**src/rtl/spmv_row_reduce.sv**
```systemverilog
// spmv_row_reduce: lane adder tree + row accumulator for SpMV dot products.
// Optional: SPMV_ROW_REDUCE_SAT_EN enables sticky signed saturation of row sums.
module spmv_row_reduce #(
  parameter int DATA_WIDTH  = 64,
  parameter int PARALLELISM = 4,
  parameter int ACC_WIDTH   = 72,
  parameter int ROW_WIDTH   = 16
) (
  input  logic                  clk,
  input  logic                  rst_n,
  input  logic                  in_valid,
  output logic                  in_ready,
  input  logic [DATA_WIDTH-1:0] in_data [PARALLELISM],
  input  logic [PARALLELISM-1:0] in_mask,
  input  logic                  in_last,
  output logic                  out_valid,
  input  logic                  out_ready,
  output logic [ACC_WIDTH-1:0]  out_data,
  output logic [ROW_WIDTH-1:0]  out_row
);

  logic                 en;
  logic [ACC_WIDTH-1:0] lane_sum;
  logic [ACC_WIDTH-1:0] s1_sum;
  logic                 s1_valid;
  logic                 s1_last;
  logic [ACC_WIDTH-1:0] acc;
  logic [ACC_WIDTH-1:0] nxt;
  logic [ROW_WIDTH-1:0] row_cnt;

  assign en       = !out_valid || out_ready;
  assign in_ready = en;

  always_comb begin
    lane_sum = '0;
    for (int i = 0; i < PARALLELISM; i++) begin
      if (in_mask[i])
        lane_sum = lane_sum + ACC_WIDTH'($signed(in_data[i]));
    end
  end

  always_ff @(posedge clk or negedge rst_n) begin
    if (!rst_n) begin
      s1_valid <= 1'b0;
      s1_last  <= 1'b0;
      s1_sum   <= '0;
    end else if (en) begin
      s1_valid <= in_valid;
      s1_last  <= in_last;
      s1_sum   <= lane_sum;
    end
  end

`ifdef SPMV_ROW_REDUCE_SAT_EN
  localparam logic [ACC_WIDTH-1:0] ACC_MAX =
    {1'b0, {(ACC_WIDTH-1){1'b1}}};
  localparam logic [ACC_WIDTH-1:0] ACC_MIN =
    {1'b1, {(ACC_WIDTH-1){1'b0}}};

  logic [ACC_WIDTH:0] wide;
  logic               ovf;
  logic               sat_q;

  assign wide = {acc[ACC_WIDTH-1], acc}
              + {s1_sum[ACC_WIDTH-1], s1_sum};
  assign ovf  = wide[ACC_WIDTH] != wide[ACC_WIDTH-1];

  // Once a row has clipped, acc holds the bound and stays there.
  always_comb begin
    nxt = wide[ACC_WIDTH-1:0];
    if (sat_q)
      nxt = acc;
    else if (ovf)
      nxt = wide[ACC_WIDTH] ? ACC_MIN : ACC_MAX;
  end

  always_ff @(posedge clk or negedge rst_n) begin
    if (!rst_n)
      sat_q <= 1'b0;
    else if (en && s1_valid)
      sat_q <= s1_last ? 1'b0 : (sat_q | ovf);
  end
`else
  assign nxt = acc + s1_sum;
`endif

  always_ff @(posedge clk or negedge rst_n) begin
    if (!rst_n) begin
      acc       <= '0;
      row_cnt   <= '0;
      out_valid <= 1'b0;
      out_data  <= '0;
      out_row   <= '0;
    end else if (en) begin
      if (s1_valid && s1_last) begin
        out_data  <= nxt;
        out_valid <= 1'b1;
        out_row   <= row_cnt;
        row_cnt   <= row_cnt + ROW_WIDTH'(1);
        acc       <= '0;
      end else begin
        out_valid <= 1'b0;
        if (s1_valid)
          acc <= nxt;
      end
    end
  end

endmodule
```
**config.mk**
```make
export PLATFORM = sky130hd
export DESIGN_NAME = spmv_row_reduce
export DESIGN_NICKNAME = d
export VERILOG_FILES = /design/src/rtl/spmv_row_reduce.sv
export SDC_FILE = /design/constraint.sdc
export NUM_CORES = 1
export LEC_CHECK = 0
export CORE_UTILIZATION = 45
export CTS_BUF_LIST = sky130_fd_sc_hd__clkbuf_4 sky130_fd_sc_hd__clkbuf_8
export DETAILED_ROUTE_END_ITERATION = 10
export DONT_BUFFER_PORTS = 1
export GPL_TIMING_DRIVEN = 0
export SLEW_MARGIN = 40
export SYNTH_ARGS = -nofsm -noshare
export SYNTH_HDL_FRONTEND = slang
export SYNTH_SLANG_ARGS = --single-unit
```
**constraint.sdc**
```tcl
create_clock -name clk -period 3.4 [get_ports clk]
set_input_delay 0.51 -clock clk [delete_from_list [all_inputs] [get_ports clk]]
set_output_delay 0.51 -clock clk [all_outputs]
set_load 0.01 [all_outputs]
```
Word level (Yosys, flattened, before mapping):

Cells that the tools add are included.

* add/subtract/negate cells: 5
* multipliers: 0
* div/mod/pow operators: 0
* order comparisons: 0
* equal/unequal tests: 0
* shift-type cells: 0
* multiplexer cells: 7
* bitwise gates (word level): 0
* reductions and logical operators: 6

Operators with widths (number)
* $mux W72: 6
* $add A72 B72 Y72: 4
* $add A16 B1 Y16 const B: 1
* $reduce_and A2 Y1: 2
* $reduce_bool A2 Y1: 1
* $logic_and A1 B1 Y1: 1
* $logic_not A1 Y1: 1
* $logic_or A1 B1 Y1: 1
* $mux W1: 1

* flip-flop bits (word level): 251
* latch bits: 0
* bits in writable memories: 0
* memory bits (read-only): 0
* input port bits: 265
* output and inout bits: 90
* word-level logic and storage cells: 26
* memories: 0

Depth between registers and ports, before layout:

* depth after elaboration: 7
* gate-level depth with buffers: 50
* gate-level depth less buffers: 41

Worst setup path before layout:

OpenSTA, ideal clock, no wires.

* path type: input -> register
* start: in in_mask[0]
* end: reg s1_sum[70]
* library setup time: 0.126 ns
* arrival time: 9.428 ns
* required time: 3.274 ns
* path slack: -6.154 ns
* stages: 44
* buffers on the path: 10
* path through: buf_6 -> buf_8 -> buf_8 -> buf_6 -> buf_2 -> clkbuf_1 -> clkbuf_1 -> clkbuf_1 -> nand2_1 -> fa_1 -> nor2b_1 -> a21oi_1 -> o211a_1 -> o221ai_1 -> a31oi_2 -> o31ai_1 -> a22oi_1 -> xnor2_1 -> (+8 left out) -> or2_2 -> nand3_1 -> o21ai_0 -> xor2_1 -> a221o_1 -> ha_1 -> clkbuf_1 -> nand4_1 -> or3_1 -> nor4b_1 -> o21ai_1 -> a41oi_1 -> a41o_1 -> a221oi_1 -> o31ai_1 -> xnor2_1 -> nor3_1 -> a221o_1

* longest elaborated chain between the ends: 7

Ends and longest elaborated chain
* from (decl): RTL line 14 `input logic [PARALLELISM-1:0] in_mask,`
* $mux W72 (*): RTL line 37 `if (in_mask[i])`
* $add A72 B72 Y72: RTL line 38 `lane_sum = lane_sum + ACC_WIDTH'($signed(in_data[i]));`
* $mux W72 (*): RTL line 37
* $add A72 B72 Y72: RTL line 38
* $mux W72 (*): RTL line 37
* $add A72 B72 Y72: RTL line 38
* $mux W72 (*): RTL line 37
* to (signal assigned): RTL line 50 `s1_sum <= lane_sum;`
* to (decl): RTL line 24 `logic [ACC_WIDTH-1:0] s1_sum;`

Every way passes the cells marked *; elsewhere a longest branch is shown, timed or not.
A chain may end at the register's enable or synchronous reset.

Worst setup path in the final report:

* start: in in_mask[0]
* end: reg s1_sum[69]

The elaborated chain is that of the path after synthesis.

==> impl_results.rst <==
.. list-table::
   :header-rows: 1

   * - Metric
     - Value
   * - Result of the run
     - finished, violations left
   * - Violations in the final reports
     - negative hold slack, negative setup slack
   * - Site Rows
     - 92
   * - Total routed wirelength
     - 114000 µm
   * - Area inside the core boundary
     - 63500 µm²
   * - Cell types with the largest area share after synthesis
     - sky130_fd_sc_hd__dfrtp_1, sky130_fd_sc_hd__ha_1, sky130_fd_sc_hd__nand2_1
   * - Data arrival time of the worst path
     - 8.92 ns
   * - Number of antenna violations at the first check in global routing
     - 15
   * - Count of endpoints failing hold in the final timing report
     - 251
   * - Yosys warnings
     - 0
   * - Instance area at placement
     - 30800 µm²
   * - Share of layout cells above drive strength 1
     - 27.0%
   * - RSZ-0062 raised after global routing
     - yes
   * - Count of H-tree levels built during CTS
     - 2
   * - Reported net switching power
     - 14.1 mW
   * - Power share of the clock group
     - 9.5%
   * - Worst clock skew on the final layout
     - 0.0312 ns
   * - Worst hold slack after final layout
     - -0.366 ns
   * - Die Wd
     - 257 µm
   * - Clk sinks
     - 251
   * - Clock Root Buffer
     - sky130_fd_sc_hd__clkbuf_8
   * - Depth of the worst register-to-register path
     - 16
   * - Pre-CTS setup slack
     - -7.36 ns
   * - Total congestion overflow
     - 0
   * - Syn nets
     - 4313
   * - Worst relative slew slack
     - 34.5%
   * - Total clock buffers created by CTS
     - 42
   * - Leakage Power
     - 16.3 nW
   * - Post-layout instance area
     - 37400 µm²
   * - Number of I/O port buffers
     - 0
   * - Netlist Area Pre-Place
     - 29200 µm²
   * - Filler cells
     - 5774
   * - Largest stage delay, worst path
     - 0.38 ns
   * - Overall track demand over capacity in global routing
     - 32.1%
   * - Post-route setup TNS
     - -270.87 ns
   * - Syn Inst Count
     - 3779
   * - Xor and xnor fraction of the mapped netlist area
     - 9.29%
   * - Max-Cap Viols
     - 0
   * - Busiest grt layer
     - met2
   * - Count of vias placed by the detailed router
     - 30400
   * - Final worst slack
     - -5.04 ns
   * - Worst R2R End
     - out_data[70]
   * - Count of cell types in the netlist
     - 102
   * - GRT met1 Usage
     - 42.2%
   * - Share of Yosys cell area claimed by the top area cell type
     - 21.5%
   * - Largest net degree at the start of global routing
     - 252
   * - Fin. max-slew vios
     - 0
   * - Fraction of the yosys area taken by sequential cells
     - 21.5%
   * - Final core occ
     - 58.9%
   * - Proportion of total power due to net switching
     - 48.4%
   * - Sequential fraction of design power
     - 19.2%
   * - Number of detailed-routing iterations run before antenna repair
     - 5
   * - Layout area overhead
     - 28.3%
   * - Maximum vdd drop
     - 0.000466 V
   * - Clock tree from TritonCTS
     - yes
   * - Via density per instance
     - 6.17
   * - Final weighted congestion in routability-driven placement
     - 0.988
   * - Total setup violations reported at the end of the flow
     - 84
   * - Cell taking the most area after synthesis
     - sky130_fd_sc_hd__dfrtp_1
   * - Clock input transition at the sequential cells of the worst setup and hold paths
     - 0.07 ns
   * - Startpoint of the lowest-slack register-to-register path
     - acc[0]
   * - Final period util
     - 248%
   * - Area share of and/or/nand/nor cells after synthesis
     - 19.7%
   * - Transition time at the pin with the least slew margin
     - 0.982 ns
   * - CP startpoint kind
     - input port
   * - Power per standard cell area
     - 779 nW/µm²
   * - Cell class contributing the biggest share of worst-path delay
     - compound AO/OA/AOI/OAI gates
   * - Count of flip-flops with a built-in enable after synthesis
     - 0
   * - Die footprint
     - 65900 µm²
   * - Nets@finish
     - 4571
   * - Post-Synth Adder-Cell Area
     - 11.7%
   * - Register-to-register setup slack
     - -0.40 ns
   * - Register bit total from synthesis
     - 251
   * - Mapped Avg Cell Area
     - 7.72 µm²
   * - CP Capture Type
     - flop
   * - Power share of the combinational group
     - 71.2%
   * - Worst path slowest cell
     - sky130_fd_sc_hd__o211ai_1
   * - Maximum clock insertion buffer count
     - 3
   * - Total power draw
     - 29.1 mW
   * - Class of the most critical setup path
     - input port to flop
   * - Routed length per placed instance
     - 23.2 µm
   * - Ys flop type
     - sky130_fd_sc_hd__dfrtp_1
   * - Clock latency on the worst-skew pair
     - 0.60 ns
   * - Num ports
     - 355
   * - Path class of the lowest-slack min-delay path
     - input port to async pin
   * - Violation count after the first detailed-routing iteration
     - 2220
   * - Number of remaining DRC errors
     - 0
   * - Combinational family with the most area after synthesis
     - compound AO/OA/AOI/OAI gates
   * - Share of flip-flops with an asynchronous set or reset after synthesis
     - 100%
   * - Buffers and inverters on the worst path
     - 14
   * - Placed wire-length estimate after detailed placement
     - 86100 µm
   * - Met3 GRT Util
     - 6.01%
   * - Fmax achieved
     - 0.118 GHz
   * - Post-DRT Antenna Nets
     - 0
   * - CP max FO
     - 4
   * - Die Ht
     - 257 µm
   * - Mux cell area share after synthesis
     - 3.33%
   * - Post-route minimum period
     - 8.44 ns
   * - Required @ worst endpoint
     - 3.88 ns
   * - Met2 track demand over resource
     - 50.6%
   * - Post-synthesis compound-gate area fraction
     - 29.8%
   * - Cell internal pwr
     - 15.0 mW
   * - Starting Density
     - 45.9%
   * - Number of global-route vias before repair
     - 28000
   * - First-pass GRT wire length
     - 166000 µm
==> cells in the mapped netlist, types with 34 or more instances <==
master,count
sky130_fd_sc_hd__a21o_1,185
sky130_fd_sc_hd__a21oi_1,356
sky130_fd_sc_hd__a22o_1,72
sky130_fd_sc_hd__a31oi_1,34
sky130_fd_sc_hd__and2_1,60
sky130_fd_sc_hd__and3_1,38
sky130_fd_sc_hd__clkbuf_1,192
sky130_fd_sc_hd__dfrtp_1,251
sky130_fd_sc_hd__ha_1,265
sky130_fd_sc_hd__inv_1,106
sky130_fd_sc_hd__mux2_2,64
sky130_fd_sc_hd__nand2_1,548
sky130_fd_sc_hd__nand2b_1,42
sky130_fd_sc_hd__nand3_1,78
sky130_fd_sc_hd__nand4_1,69
sky130_fd_sc_hd__nor2_1,220
sky130_fd_sc_hd__nor3_1,51
sky130_fd_sc_hd__o21a_1,41
sky130_fd_sc_hd__o21ai_0,223
sky130_fd_sc_hd__o21bai_1,58
sky130_fd_sc_hd__xnor2_1,197
sky130_fd_sc_hd__xor2_1,110
==> how the worst max path moves through the flow <==
| stage | from | to | slack, ns | depth (start not counted) |
|---|---|---|---|---|
| floorplan | in_mask[0] | s1_sum[70] | -4.91 | 43 |
| global placement | in_mask[0] | s1_sum[71] | -7.64 | 44 |
| detailed placement | in_mask[0] | s1_sum[71] | -7.36 | 44 |
| CTS | in_mask[0] | s1_sum[70] | -4.94 | 46 |
| global route | in_mask[0] | s1_sum[69] | -5.20 | 49 |
| finish | in_mask[0] | s1_sum[69] | -5.04 | 49 |
==> layout make-up <==
cell class | count | area [µm²] | area share [%]
inverter | 108 | 408 | 1.09
sequential | 251 | 6290 | 16.8
clock inverter | 14 | 114 | 0.304
antenna | 12 | 30.0 | 0.0802
buffer | 185 | 1000 | 2.68
timing repair buffer | 263 | 2110 | 5.64
multi-input combinational | 3186 | 25700 | 68.6
tap | 846 | 1060 | 2.83
clock buffer | 58 | 729 | 1.95
==> sequential cells by signal, indices dropped and copies added (netlist names) <==
signal,cells
out_data,72
s1_last,1
row_cnt,16
out_row,16
s1_sum,72
acc,72
s1_valid,1
out_valid,1
==> stage by stage <==
step / hold slack [ns] / cells
after floorplan: 0.214 / 3779
after global placement: 0.226 / 4625
after detailed placement: 0.234 / 4625
after CTS: -0.390 / 4800
after global routing: -0.391 / 4920
final: -0.366 / 4923
==> cells by family after synthesis <==
kind of cell	count (synthesis)
AOI/OAI and AO/OA	1295
xor gates and xnor gates	308
adders and majority gates	271
buffers and inverters	342
DFF	251
muxes	89
and+or+nand+nor	1223
==> repair_timing <==
action / 4_1_cts / 5_1_grt
setup endpoints to repair: 139 / 120
endpoints found under the hold margin: 251 / 251
resized for setup: 432 / 432
setup buffers: 125 / 141
pin swaps: 171 / 258
==> layer usage <==
metal / vias up / wire (µm)
met5: - / 69
met4: 10 / 5770
met3: 285 / 8820
met2: 1260 / 51500
met1: 14500 / 48100
li1: 14400 / -
==> layout by cell type, fill, tap and decap left out, types with 69 or more instances in the layout <==
cell                       instances
sky130_fd_sc_hd__o21ai_0         124
sky130_fd_sc_hd__nand2_1         525
sky130_fd_sc_hd__xnor2_1         168
sky130_fd_sc_hd__buf_4           231
sky130_fd_sc_hd__nor2_1          197
sky130_fd_sc_hd__a21oi_1         258
sky130_fd_sc_hd__xor2_1           94
sky130_fd_sc_hd__clkbuf_1        110
sky130_fd_sc_hd__ha_4             70
sky130_fd_sc_hd__a21o_1          183
sky130_fd_sc_hd__dfrtp_1         246
sky130_fd_sc_hd__inv_1           101
sky130_fd_sc_hd__ha_1            167
sky130_fd_sc_hd__nand4_1          69
sky130_fd_sc_hd__a21oi_2          81
sky130_fd_sc_hd__a22o_1           72
==> power by group through the flow <==
stage	sequential, mW	clock [mW]	combinational [mW]
after floorplan	5.06	0	12.1
after global placement	5.53	0	15.5
after detailed placement	5.52	0	15.6
after CTS	5.51	2.83	17.4
after global routing	5.74	2.95	22.4
final	5.60	2.78	20.8
Power figures use the tool's default switching activity.
